**src/rtl/load_store_unit.sv**
```systemverilog
// Single-outstanding load/store initiator driving the data memory's address, data and level enables.
// Store: resp at n+2+WE_CYCLES, ready at n+3+WE_CYCLES; load: resp at n+1+READ_CYCLES, ready one later.
// req_ready is high only in IDLE; the response is a pulse with no backpressure.
module load_store_unit #(
    parameter int D_ADDR_W    = 12,
    parameter int DATA_W      = 8,
    parameter int WE_CYCLES   = 1,
    parameter int READ_CYCLES = 1
) (
    input  logic                clk,
    input  logic                rst,
    input  logic                req_valid,
    output logic                req_ready,
    input  logic                req_write,
    input  logic [D_ADDR_W-1:0] req_addr,
    input  logic [DATA_W-1:0]   req_wdata,
    output logic                resp_valid,
    output logic                resp_write,
    output logic [DATA_W-1:0]   resp_rdata,
    output logic [D_ADDR_W-1:0] mem_addr,
    output logic [DATA_W-1:0]   mem_write_data,
    output logic                mem_write_enable,
    output logic                mem_output_enable,
    input  logic [DATA_W-1:0]   mem_read_data
);

    localparam int CNT_MAX = (WE_CYCLES > READ_CYCLES) ? WE_CYCLES : READ_CYCLES;
    localparam int CNT_W   = $clog2(CNT_MAX + 1);

    localparam logic [2:0] S_IDLE    = 3'd0;
    localparam logic [2:0] S_W_SETUP = 3'd1;
    localparam logic [2:0] S_W_PULSE = 3'd2;
    localparam logic [2:0] S_W_HOLD  = 3'd3;
    localparam logic [2:0] S_R_WAIT  = 3'd4;
    localparam logic [2:0] S_RESP    = 3'd5;

    logic [2:0]       state;
    logic [CNT_W-1:0] cnt;

    // Every output is a flop updated alongside the state, so nothing on req_* reaches mem_* combinationally.
    always_ff @(posedge clk or posedge rst) begin
        if (rst) begin
            state             <= S_IDLE;
            cnt               <= '0;
            req_ready         <= 1'b1;
            resp_valid        <= 1'b0;
            resp_write        <= 1'b0;
            resp_rdata        <= '0;
            mem_addr          <= '0;
            mem_write_data    <= '0;
            mem_write_enable  <= 1'b0;
            mem_output_enable <= 1'b0;
        end else begin
            resp_valid <= 1'b0;
            case (state)
                S_IDLE: begin
                    if (req_valid) begin
                        req_ready <= 1'b0;
                        mem_addr  <= req_addr;
                        if (req_write) begin
                            mem_write_data <= req_wdata;
                            state          <= S_W_SETUP;
                        end else begin
                            cnt               <= CNT_W'(READ_CYCLES);
                            mem_output_enable <= 1'b1;
                            state             <= S_R_WAIT;
                        end
                    end
                end
                S_W_SETUP: begin
                    cnt              <= CNT_W'(WE_CYCLES);
                    mem_write_enable <= 1'b1;
                    state            <= S_W_PULSE;
                end
                S_W_PULSE: begin
                    if (cnt == CNT_W'(1)) begin
                        cnt              <= '0;
                        mem_write_enable <= 1'b0;
                        resp_valid       <= 1'b1;
                        resp_write       <= 1'b1;
                        state            <= S_W_HOLD;
                    end else begin
                        cnt <= cnt - CNT_W'(1);
                    end
                end
                S_W_HOLD: begin
                    req_ready <= 1'b1;
                    state     <= S_IDLE;
                end
                S_R_WAIT: begin
                    // Sample read data while output_enable is still asserted.
                    if (cnt == CNT_W'(1)) begin
                        cnt               <= '0;
                        resp_rdata        <= mem_read_data;
                        mem_output_enable <= 1'b0;
                        resp_valid        <= 1'b1;
                        resp_write        <= 1'b0;
                        state             <= S_RESP;
                    end else begin
                        cnt <= cnt - CNT_W'(1);
                    end
                end
                S_RESP: begin
                    req_ready <= 1'b1;
                    state     <= S_IDLE;
                end
                default: begin
                    cnt               <= '0;
                    req_ready         <= 1'b1;
                    mem_write_enable  <= 1'b0;
                    mem_output_enable <= 1'b0;
                    state             <= S_IDLE;
                end
            endcase
        end
    end

endmodule

```
**config.mk**
```make
export PLATFORM = sky130hd
export DESIGN_NAME = load_store_unit
export DESIGN_NICKNAME = d
export VERILOG_FILES = /design/src/rtl/load_store_unit.sv
export SDC_FILE = /design/constraint.sdc
export NUM_CORES = 1
export LEC_CHECK = 0
export ABC_AREA = 0
export BUFFER_PORTS_ARGS = -buffer_cell sky130_fd_sc_hd__buf_2
export CORE_MARGIN = 10
export CORE_UTILIZATION = 47
export CTS_CLUSTER_DIAMETER = 100
export DETAILED_ROUTE_END_ITERATION = 16
export PLACE_DENSITY = 0.85
export SYNTH_ARGS = -nofsm -noshare
export SYNTH_HDL_FRONTEND = slang
export SYNTH_SLANG_ARGS = --single-unit
```
**constraint.sdc**
```tcl
create_clock -name clk -period 2.3 [get_ports clk]
set_clock_uncertainty 0.05 [all_clocks]
set_input_delay 0.115 -clock clk [delete_from_list [all_inputs] [get_ports clk]]
set_output_delay 0.115 -clock clk [all_outputs]
set_load 0.01 [all_outputs]
```
**Word level (Yosys, flattened, before mapping)**

Index checks and enable logic that the tools add are counted.
W data, S select, Z words.

- Input bits: 32
- Output and inout bits: 33
- Logic and storage cells: 58
- Register bits after elaboration: 37

- Bitwise operators: 4
- Reduce and logical (&&, ||, !) cells: 16
- $add $sub $neg: 1
- Eq/ne operators: 9
- Mux-type cells: 18

Operators by type and width:

| kind | count |
|---|---|
| $mux W3 | 4 |
| $pmux W3 S4 | 1 |
| $reduce_and A3 Y1 | 4 |
| $mux W1 | 8 |
| $ne A2 B2 Y1 const B | 4 |
| $reduce_and A2 Y1 | 4 |
| $reduce_or A4 Y1 | 2 |
| $eq A3 B2 Y1 const B | 2 |
| $eq A3 B3 Y1 const B | 2 |
| $pmux W1 S3 | 2 |
| $not A1 Y1 | 4 |
| $pmux W1 S2 | 2 |
| $pmux W1 S4 | 1 |
| $reduce_and A4 Y1 | 1 |
| $reduce_or A2 Y1 | 2 |
| $eq A3 B1 Y1 const B | 1 |
| $logic_not A3 Y1 | 1 |
| $reduce_or A3 Y1 | 1 |
| $reduce_bool A2 Y1 | 1 |
| $sub A1 B1 Y1 const B | 1 |

**Longest topological paths before layout**

Gate-level depths: netlist of run 1.

- Depth in word-level cells: 4
- Gate-level depth with buffers: 5
- Gate-level depth less buffers: 3

**Worst setup path before layout of run 1**

Ideal clock, no wire load.

- Kind: register to register
- Start: register state[0]
- End: register mem_addr[11]
- Data arrival time: 1.487 ns
- Required time: 2.125 ns
- Setup time: 0.125 ns
- Slack: 0.637 ns
- Clock period less this slack: 1.663 ns
- Buffers on the path: 2
- Stages on the path, launching flop included: 6
- Cell sequence: dfrtp_1 buf_6 or3_4 nor2_8 buf_12 mux2_4

- Word-level cells in the longest chain between the ends: 2

Ends and longest elaborated chain:

| item | line | source |
|---|---|---|
| start, declared | 37 | `logic [2:0] state;` |
| start signal, assigned | 43 | `state <= S_IDLE;` |
| start signal, assigned | 62 | `state <= S_W_SETUP;` |
| start signal, assigned | 66 | `state <= S_R_WAIT;` |
| $logic_not A3 Y1 | 55 | `case (state)` |
| $reduce_and A2 Y1 (no line) | -- |  |
| end signal, assigned | 59 | `mem_addr <= req_addr;` |
| end, declared | 20 | `output logic [D_ADDR_W-1:0] mem_addr,` |

Every way passes these cells.
A chain may end at the register's enable or synchronous reset.

**Final worst setup path of run 1**

- Start: register state[1]
- End: register mem_addr[10]

The elaborated chain is that of the path after synthesis.

==> results of run 1 <==
## flip-flops by register name, indices dropped and copies added, names as in the netlist
name               flops
cnt                    1
mem_addr              12
resp_valid             1
resp_write             1
req_ready              1
resp_rdata             8
state                  3
mem_write_data         8
mem_output_enable      1
mem_write_enable       1
## metrics by stage
| step | area, um^2 | util (%) | setup WS (ns) | hold slack [ns] | cells |
|---|---|---|---|---|---|
| after floorplan | 1578 | - | 0.6375 | 0.2131 | 107 |
| after global placement | 1913 | 61.16 | 0.5358 | 0.1927 | 210 |
| after detailed placement | 1913 | 61.16 | 0.4503 | 0.2231 | 210 |
| after CTS | 2292 | 73.28 | 0.4457 | 0.07843 | 247 |
| after global routing | 2295 | 73.36 | 0.3967 | 0.1009 | 248 |
| final | 2295 | 73.36 | 0.4497 | 0.07850 | 248 |
## tightest hold or removal path, stage by stage
cell,delay (ns)
sky130_fd_sc_hd__buf_2,0.09
sky130_fd_sc_hd__nor2b_1,0.06
sky130_fd_sc_hd__o21a_1,0.17
## power groups by stage
stage	clock (uW)	combinational [uW]	sequential (uW)
floorplan	0	774	1280
global placement	0	1210	1200
detailed placement	0	1250	1230
CTS	484	1290	1210
global route	515	1410	1270
finish	479	1280	1230
## cell usage after synthesis
master / number
sky130_fd_sc_hd__or3_4: 1
sky130_fd_sc_hd__o21bai_1: 1
sky130_fd_sc_hd__inv_1: 3
sky130_fd_sc_hd__mux2_4: 9
sky130_fd_sc_hd__a2bb2oi_1: 1
sky130_fd_sc_hd__nand2b_1: 3
sky130_fd_sc_hd__a22o_1: 1
sky130_fd_sc_hd__a21oi_1: 3
sky130_fd_sc_hd__maj3_1: 1
sky130_fd_sc_hd__buf_1: 1
sky130_fd_sc_hd__clkbuf_1: 2
sky130_fd_sc_hd__nand2_1: 1
sky130_fd_sc_hd__nand3b_1: 2
sky130_fd_sc_hd__buf_6: 1
sky130_fd_sc_hd__mux2_2: 19
sky130_fd_sc_hd__dfrtp_1: 36
sky130_fd_sc_hd__nor2b_1: 1
sky130_fd_sc_hd__o21ai_0: 1
sky130_fd_sc_hd__xnor2_1: 3
sky130_fd_sc_hd__nor2_1: 6
sky130_fd_sc_hd__buf_2: 1
sky130_fd_sc_hd__dfstp_2: 1
sky130_fd_sc_hd__a211oi_1: 1
sky130_fd_sc_hd__buf_12: 1
sky130_fd_sc_hd__o21a_1: 2
sky130_fd_sc_hd__o22ai_1: 1
sky130_fd_sc_hd__o32ai_1: 1
sky130_fd_sc_hd__and3_1: 1
sky130_fd_sc_hd__nor2_8: 2
## kinds of logic (layout without fill, tap and decap cells)
| family | Yosys count | after routing | synth area share, % |
|---|---|---|---|
| flip-flops | 37 | 37 | 58.76 |
| multiplexers | 28 | 28 | 22.13 |
| AND/OR/NAND/NOR | 17 | 17 | 7.851 |
| AO/OA/AOI/OAI | 12 | 12 | 5.234 |
| buffers and inverters | 9 | 105 | 3.727 |
| XOR/XNOR | 3 | 3 | 1.666 |
| adder cells (fa/ha/maj) | 1 | 1 | 0.6344 |
| other | 0 | 1 | 0 |
## per-layer routing
metal	vias to the layer above	global-route usage, %	share of wire, %
met5	-	0	0
met4	0	7.168	1.6
met3	10	4.954	6.2
met2	42	27.36	53
met1	581	15.76	39
li1	563	-	-
## cell type report
class | count | area share, %
multi-input cells | 61 | 25.79
inverters | 3 | 0.4907
well taps | 44 | 2.399
clock inverters | 2 | 1.636
repair buffers | 94 | 26.94
clock buffers | 6 | 2.236
diodes | 1 | 0.1091
flip-flops and latches | 37 | 40.40
## final timing paths
path / startpoint / endpoint / slack, ns / cells after the start
setup / recovery: state[1] / mem_addr[10] / 0.45 / 3
hold / removal: req_write / state[2] / 0.08 / 3
setup reg to reg: state[1] / mem_addr[10] / 0.45 / 3
hold reg to reg: mem_write_data[7] / mem_write_data[7] / 0.46 / 1
max in group asynchronous: rst / mem_write_data[4] / 1.09 / 4
min in group asynchronous: rst / mem_addr[2] / 0.38 / 3
## timing repair
action,CTS,global route
hold buffers,29,0
endpoints found under the hold margin,45,0
endpoints found under the setup margin,0,0
==> metrics list, run 1 <==
- Status: complete, no violations
* Overall die height: slightly below 80 um
- Count of buffer and inverter cells on the critical path: 0
* Final-layout setup total negative slack: 0 ns
- Across the VDD grid, the largest voltage drop is roughly 0.65 mV.
* Largest net degree at the start of global routing: 20
- The total area inside the core boundary comes to between 3000 and 4000 um^2.
- Starting DRT DRC Count: between 70 and 80
- Static timing analysis puts the maximum clock frequency at 540.5 MHz.
* Initial antenna violation count: 1
- At the later pin of the worst-skew pair, clock insertion delay measures 0.34 ns.
- Counting every instance in the synthesized netlist gives 107.
- Synth Net Count: 139
- Switching Share: 35.33%
- CTS placed an instance of sky130_fd_sc_hd__clkbuf_4 at the clock tree root.
* Layout cell share with drive strength beyond 1: 51.72%
- The library cell used most frequently in the layout, excluding fill and tap cells, is sky130_fd_sc_hd__buf_2.
* Number of input and output port buffers inserted: 64
- Crit path capture type: register
- Max-slew violation count: 0
* Post-route minimum period: 1.850 ns
- Number of warnings issued by yosys: 0
- Sequential area share after synthesis: 58.76%
- Crit path arrival time: roughly 2.0 ns
- Dividing total power by cell area gives a power density of 1303 nW/um^2.
- Sequential share of power: 41.1%
* Wire length per cell after detailed routing: between 15 and 20 um
- After filler insertion, the fill cell instance count of the layout stands at ~200.
* Remaining max-slew budget at the tightest pin: 52.82%
- The clock network accounts for 16.0% of the total power.
- The via count of the first global-routing pass was 1377.
* Post-CTS setup buffer count: 0
- Combinational logic is responsible for 42.9% of the overall power.
- The longest clock path from root to sink contains 2 buffers.
* Average instance area after synthesis: between 10 and 15 um^2
- TritonCTS clock tree: done
- The slowest stage of the critical path belongs to the cell sky130_fd_sc_hd__dfrtp_1.
- Total number of nets in the final design: 234
- In this run the number of H-tree levels came out at 2.
- Summed over all nets, the switching power comes to 1057 uW.
- The HPWL after detailed placement is roughly 2900 um.
- The floorplan has 20 rows.
- Vias/cell: 4.823
- In this run the biggest area consumer among cell types represents 57.10% of the synthesized area.
- The final route contains 1196 vias.
- Static leakage power: ~0.0011 uW
- Worst setup path category: register to register
- Setup violations remaining at the end of the flow were counted as 0.
- Internal power comes to between 1500 and 2000 uW.
- Power comes to 2991 uW.
- In this run the count of I/O pins placed on the die edge is 65.
* Clock tree sinks: 37
- Synthesis inferred 37 register bits.
- Buffers inserted during clock tree synthesis total 5.
- The final layout contains routed wiring with a total length of 4481 um.
* Ordered list of cells on the worst path: or3_4, nor2_8, mux2_2
- DR pass1 iterations: 4
- Number of gates resized after CTS: 0
- Number of distinct standard cells referenced by the synthesized netlist: 29
- Once detail routing completed, the nets flagged for antenna violations numbered 0.
- Area overhead of the layout relative to synthesis: 45.44%
* Largest driver fanout on the critical path: 13
* Effective utilization at floorplan: 50.44%
- The floorplan step defined a die boundary enclosing 6075 um^2.
- Overall die width: 77.94 um
- After synthesis the cells add up to 1578 um^2.
* Clock transition at path regs: ~0.11 ns
- Global routing used between 10% and 20% of the available tracks across all layers.
* Unrepaired setup endpoints after global routing: no
- Largest cells by area after synthesis: sky130_fd_sc_hd__dfrtp_1 (57%), sky130_fd_sc_hd__mux2_2 (14%), sky130_fd_sc_hd__mux2_4 (8.6%)
* Wire length of the first global-routing pass: 7203 um
- MaxCap Viol Count: 0
- In the final layout, the multi-input gates occupy just under 600 um^2.
- Tightest Pin Transition: 0.7070 ns
* Category of cells accounting for the largest share of critical-path delay: simple AND/OR/NAND/NOR gates
* Ratio of final minimum period to clock period: 80.45%
- The number of hold-slack violations in the final timing report was 0.
- The tightest min-delay check is of the input port to register type.
- The largest total area in the synthesized netlist belongs to sky130_fd_sc_hd__dfrtp_1.
- After global routing the overflow that remains totals 0.
* Endpoint required time on the critical path: 2.49 ns
- Most used cells in the layout excluding fill and tap cells: sky130_fd_sc_hd__buf_2 (64), sky130_fd_sc_hd__dfrtp_1 (36), sky130_fd_sc_hd__dlygate4sd3_1 (29)
* Sequential cell area: 927.1 um^2
* DRC violation count after routing: 0
- Category of the worst setup path launch point: register
- The congestion estimate from routability-driven global placement came to approximately 0.70.
* Slowest cell delay on critical path: roughly 0.54 ns
Power figures use the tool's default switching activity.
==> run 2: changes to the inputs <==
Settings changed: ABC_AREA 0 to 1.
Clock period 2.3 ns to 1.9 ns, I/O delays scaled along.
==> run 2 against run 1 <==
Clock power is 18% higher. Worst setup slack worse by 0.12 ns. Wire length is 6.4% higher. Critical path depth is 3 higher. Maximum frequency is 18% higher. Combinational power is 28% higher. Via count is 36% higher. Critical endpoint is now mem_addr[11]. Count of clock-buffer cells in the layout is 1 lower. Non-clock buffer count stayed put. Critical path type unchanged. Die area is 2.1% higher. Largest power group unchanged.
==> metrics list, run 2 <==
- The layout cell share with drive strength beyond 1 was 30.90% (-21 points).
* Register-to-register setup slack: 0.33 ns (-0.12 ns)
* Remaining max-slew budget at the tightest pin: 69.70% (+17 points)
- Total Power: 3607 uW (+21%)
- Endpoint required time on the critical path: 2.10 ns (-0.39 ns)
- The final weighted congestion in routability-driven placement was 0.8604 (+24%).
* Largest cells by area after synthesis: sky130_fd_sc_hd__dfrtp_1 (56%), sky130_fd_sc_hd__nand2_1 (19%), sky130_fd_sc_hd__nand3_1 (6.8%)
* Number of cells after detailed placement: 297 (+41%)
* Count of H-tree levels built during CTS: 2 (unchanged)
- The signal on the critical path passes through nor2_4, nand2_2, inv_4, nand2_1, nand2_1, nand2_1.
* Crit path arrival time: 1.77 ns (-0.27 ns)
- The cell depth of the worst hold path was 3 (unchanged).
- The area share of the leading cell type in the synthesized netlist was 55.51% (-1.6 points).
- Status: complete, no violations
* IO Pins: 65 (unchanged)
* Clock transition at path regs: 0.12 ns (about the same)
* Synth Register Bits: 37 (unchanged)
- Wire length per cell after detailed routing: 14.28 um (-21%)
* Crit path capture type: register
* DR pass1 iterations: 4 (unchanged)
- The sequential element share of the synthesized area came to 57.13% (-1.6 points).
- The min-delay analysis places its worst path in the category input port to register.
* Flip-flop count of the largest register after layout: 12 (unchanged)
- Synth Net Count: 222 (+60%)
- In this run the most critical hold path is launched from req_valid.
- In the synthesized netlist the dominant register cell turns out to be sky130_fd_sc_hd__dfrtp_1.
- The post-synthesis cell type count was 19 (-34%).
- Number of input and output port buffers inserted: 64 (unchanged)
* Total routed wirelength: 4768 um (+6.4%)
* Gr ovfl total: 0 (unchanged)
* Count of buffer and inverter cells on the critical path: 1 (+1)
- Setup repair after global routing left no endpoint under its margin.
- The setup violation total in the final timing report came to 0 (unchanged).
- Post-CTS setup buffer count: 0 (unchanged)
- In the layout the commonest cells are sky130_fd_sc_hd__nand2_1 (83), sky130_fd_sc_hd__buf_2 (64), sky130_fd_sc_hd__dfrtp_1 (36).
* Overall die height: 78.76 um (+1.1%)
- Number of nets still failing antenna checks after routing: 0 (unchanged)
- Clock root buffer master: sky130_fd_sc_hd__clkbuf_4
- Registers with the most flip-flops: mem_addr: 12 flops, mem_write_data: 8 flops, resp_rdata: 8 flops
* Slowest cell delay on critical path: 0.48 ns (-0.06 ns)
- The mean instance size in the synthesized netlist came to 8.541 um^2 (-42%).
- The final clock period utilization by the worst path is 82.68% (+2.2 points).
* Most numerous cell in the Yosys netlist: sky130_fd_sc_hd__nand2_1
* GRT Total Usage: 15.72% (+0.46 points)
- The standard-cell row count came to 21 (+5.0%).
- Clock latency of the later-clocked register in the worst-skew pair: 0.36 ns (+0.02 ns)
- The path with the worst hold slack has its endpoint at mem_addr[8].
- The register with the most flip-flops in the final layout is mem_addr.
* Total number of nets in the final design: 319 (+36%)
* Wire length of the first global-routing pass: 7790 um (+8.1%)
- The endpoint identified for the worst register-to-register timing path is mem_addr[11].
- The die width is 78.76 um (+1.1%).
- The iteration-0 DRC count of the detailed router came to 124 (+59%).
- The number of antenna violations at the first check in global routing came to 0 (-1).
* DP HPWL: 2982 um (+2.6%)
- The number of pins exceeding their max-slew limit in the final report came to 0 (unchanged).
- Number of synthesized flops with an enable pin: 0 (unchanged)
- The cell family contributing the most delay on the critical path is simple AND/OR/NAND/NOR gates.
- The measured slew at the worst slew-check pin came to 0.4545 ns (-0.2524 ns).
- The part of the total power dissipated in sequential elements is 39.0% (-2.1 points).
- The remaining design rule violation count is 0 (unchanged).
- Number of warnings issued by yosys: 0 (unchanged)
- Vias: 1622 (+36%)
* FF-to-FF path depth: 6 (+3)
* Post-Layout Cell Count: 334 (+35%)
* TritonCTS buffer count: 5 (unchanged)
* Cell area after synthesis: 1623 um^2 (+2.9%)
* Category of the worst setup path launch point: register
* Largest net degree at the start of global routing: 38 (+90%)
- FF-to-FF Start: state[0]
- Net switching power: 1529 uW (+45%)
* Fill cell total of the finished layout: 246 (+25%)
* MaxCap Viol Count: 0 (unchanged)
- The share of flip-flops with an asynchronous set or reset after synthesis is 100.0% (unchanged).
* Commonest non-fill, non-tap cell in the layout: sky130_fd_sc_hd__nand2_1
- Clock tree sinks: 37 (unchanged)
- Portion of total power attributed to combinational logic: 45.4% (+2.5 points)
- The switching portion of total power is 42.40% (+7.1 points).
- The post-synthesis instance total came to 190 (+78%).
- TritonCTS built the clock tree.
- Final hold vios: 0 (unchanged)
- Floorplan core area: 3337 um^2 (+6.7%)
* Highest clock rate: 636.6 MHz (+18%)
- The shortest period the worst path allows came to 1.571 ns (-0.2794 ns).
- Largest driver fanout on the critical path: 16 (+3)
* Internal cell power: 2077 uW (+7.4%)
- Via count of the first global-routing pass: 1666 (+21%)
- The leakage power summed over all cells came to 0.001337 uW (+19%).
* Power per unit of standard cell area: 1530 nW/um^2 (+17%)
* Die footprint: 6203 um^2 (+2.1%)
- From synthesis to final layout, the design area changed by 45.26%.
- Vias/cell: 4.856 (+0.70%)
- Portion of total power attributed to the clock network: 15.6% (-0.4 points)
* Diodes inserted: 0 (-1)
- The final-layout setup total negative slack was 0 ns (unchanged).
* Worst supply voltage drop on vdd: 0.9098 mV (+40%)
- The critical path is of the register to register type.
- The commonest cells after synthesis are sky130_fd_sc_hd__nand2_1 (83), sky130_fd_sc_hd__dfrtp_1 (36), sky130_fd_sc_hd__nand3_1 (22), sky130_fd_sc_hd__inv_1 (15), sky130_fd_sc_hd__o21ai_2 (8).
- On the critical path, the stage with the largest delay is an instance of sky130_fd_sc_hd__dfrtp_1.
* Max clock buf depth: 2 (unchanged)
- The initial standard-cell utilization of the core came to 48.63% (-1.8 points).
- Library cell with the largest summed area after synthesis: sky130_fd_sc_hd__dfrtp_1
* Most prevalent standard cell on the critical path: sky130_fd_sc_hd__nand2_1
-- run 2: cell types whose count changed after synthesis, moves of 3 or more --
cell and change:
sky130_fd_sc_hd__o21ai_0 +4, sky130_fd_sc_hd__inv_1 +12, sky130_fd_sc_hd__nand3_1 +22, sky130_fd_sc_hd__mux2_4 -9
sky130_fd_sc_hd__mux2_2 -19, sky130_fd_sc_hd__nand2_1 +82, sky130_fd_sc_hd__xnor2_1 -3, sky130_fd_sc_hd__nand2b_1 -3
sky130_fd_sc_hd__o21ai_2 +8
-- run 2: logic make-up (layout without fill, tap and decap cells) --
| family | after synthesis | after routing | share of synthesized area [%] |
|---|---|---|---|
| and+or+nand+nor | 116 | 116 | 30.38 |
| DFF | 37 | 37 | 57.13 |
| buffers and inverters | 22 | 120 | 5.860 |
| AOI/OAI and AO/OA | 15 | 15 | 6.630 |
-- run 2: worst max path at each step --
stage	from	endpoint	slack, ns	cells after the start
floorplan	state[0]	mem_write_data[0]	0.63	7
global placement	state[0]	mem_addr[3]	0.44	6
detailed placement	state[0]	mem_addr[5]	0.40	6
CTS	state[0]	mem_addr[1]	0.36	6
global route	state[0]	mem_addr[11]	0.20	6
finish	state[0]	mem_addr[11]	0.33	6
-- run 2: layer usage --
metal	vias up	global-route usage (%)	wire length (um)
li1	784	-	-
met1	756	17.11	1877
met2	73	26.15	2390
met3	9	6.869	398
met4	0	6.810	102
met5	-	0	0
-- run 2: layout make-up --
class | count | area, um^2 | share of cell area (%)
Clock buffer | 5 | 37.54 | 1.592
Clock inverter | 3 | 46.29 | 1.964
Inverter | 18 | 70.07 | 2.972
Multi-Input combinational cell | 131 | 600.6 | 25.48
Sequential cell | 37 | 927.1 | 39.33
Tap cell | 46 | 57.56 | 2.442
Timing Repair Buffer | 94 | 618.1 | 26.22
-- run 2: timing repair --
action / CTS / global route
gates resized for setup: 0 / 0
hold buffers: 29 / 0
hold endpoints to repair: 64 / 0
-- run 2: power groups by stage --
stage | logic (uW) | registers, uW | clock network [uW]
after detailed placement | 1580 | 1410 | 0
after global routing | 1860 | 1450 | 608
after global placement | 1540 | 1400 | 0
after floorplan | 862 | 1560 | 0
final | 1640 | 1410 | 563
after CTS | 1630 | 1400 | 562
-- run 2: per-stage QoR --
stage	setup WS, ns	utilization [%]	hold slack (ns)	instance area (um^2)
2_1_floorplan	0.6288	-	0.1546	1623
3_3_place_gp	0.4404	59.43	0.1692	1983
3_5_place_dp	0.4041	59.43	0.1742	1983
4_1_cts	0.3573	70.64	0.06617	2357
5_1_grt	0.1988	70.64	0.07967	2357
6_report	0.3291	70.64	0.07437	2357
-- run 2: worst min-delay path: cells and delay by family --
kind                   cells  cell delay (ns)
buffers and inverters      1             0.20
and+or+nand+nor            2             0.17
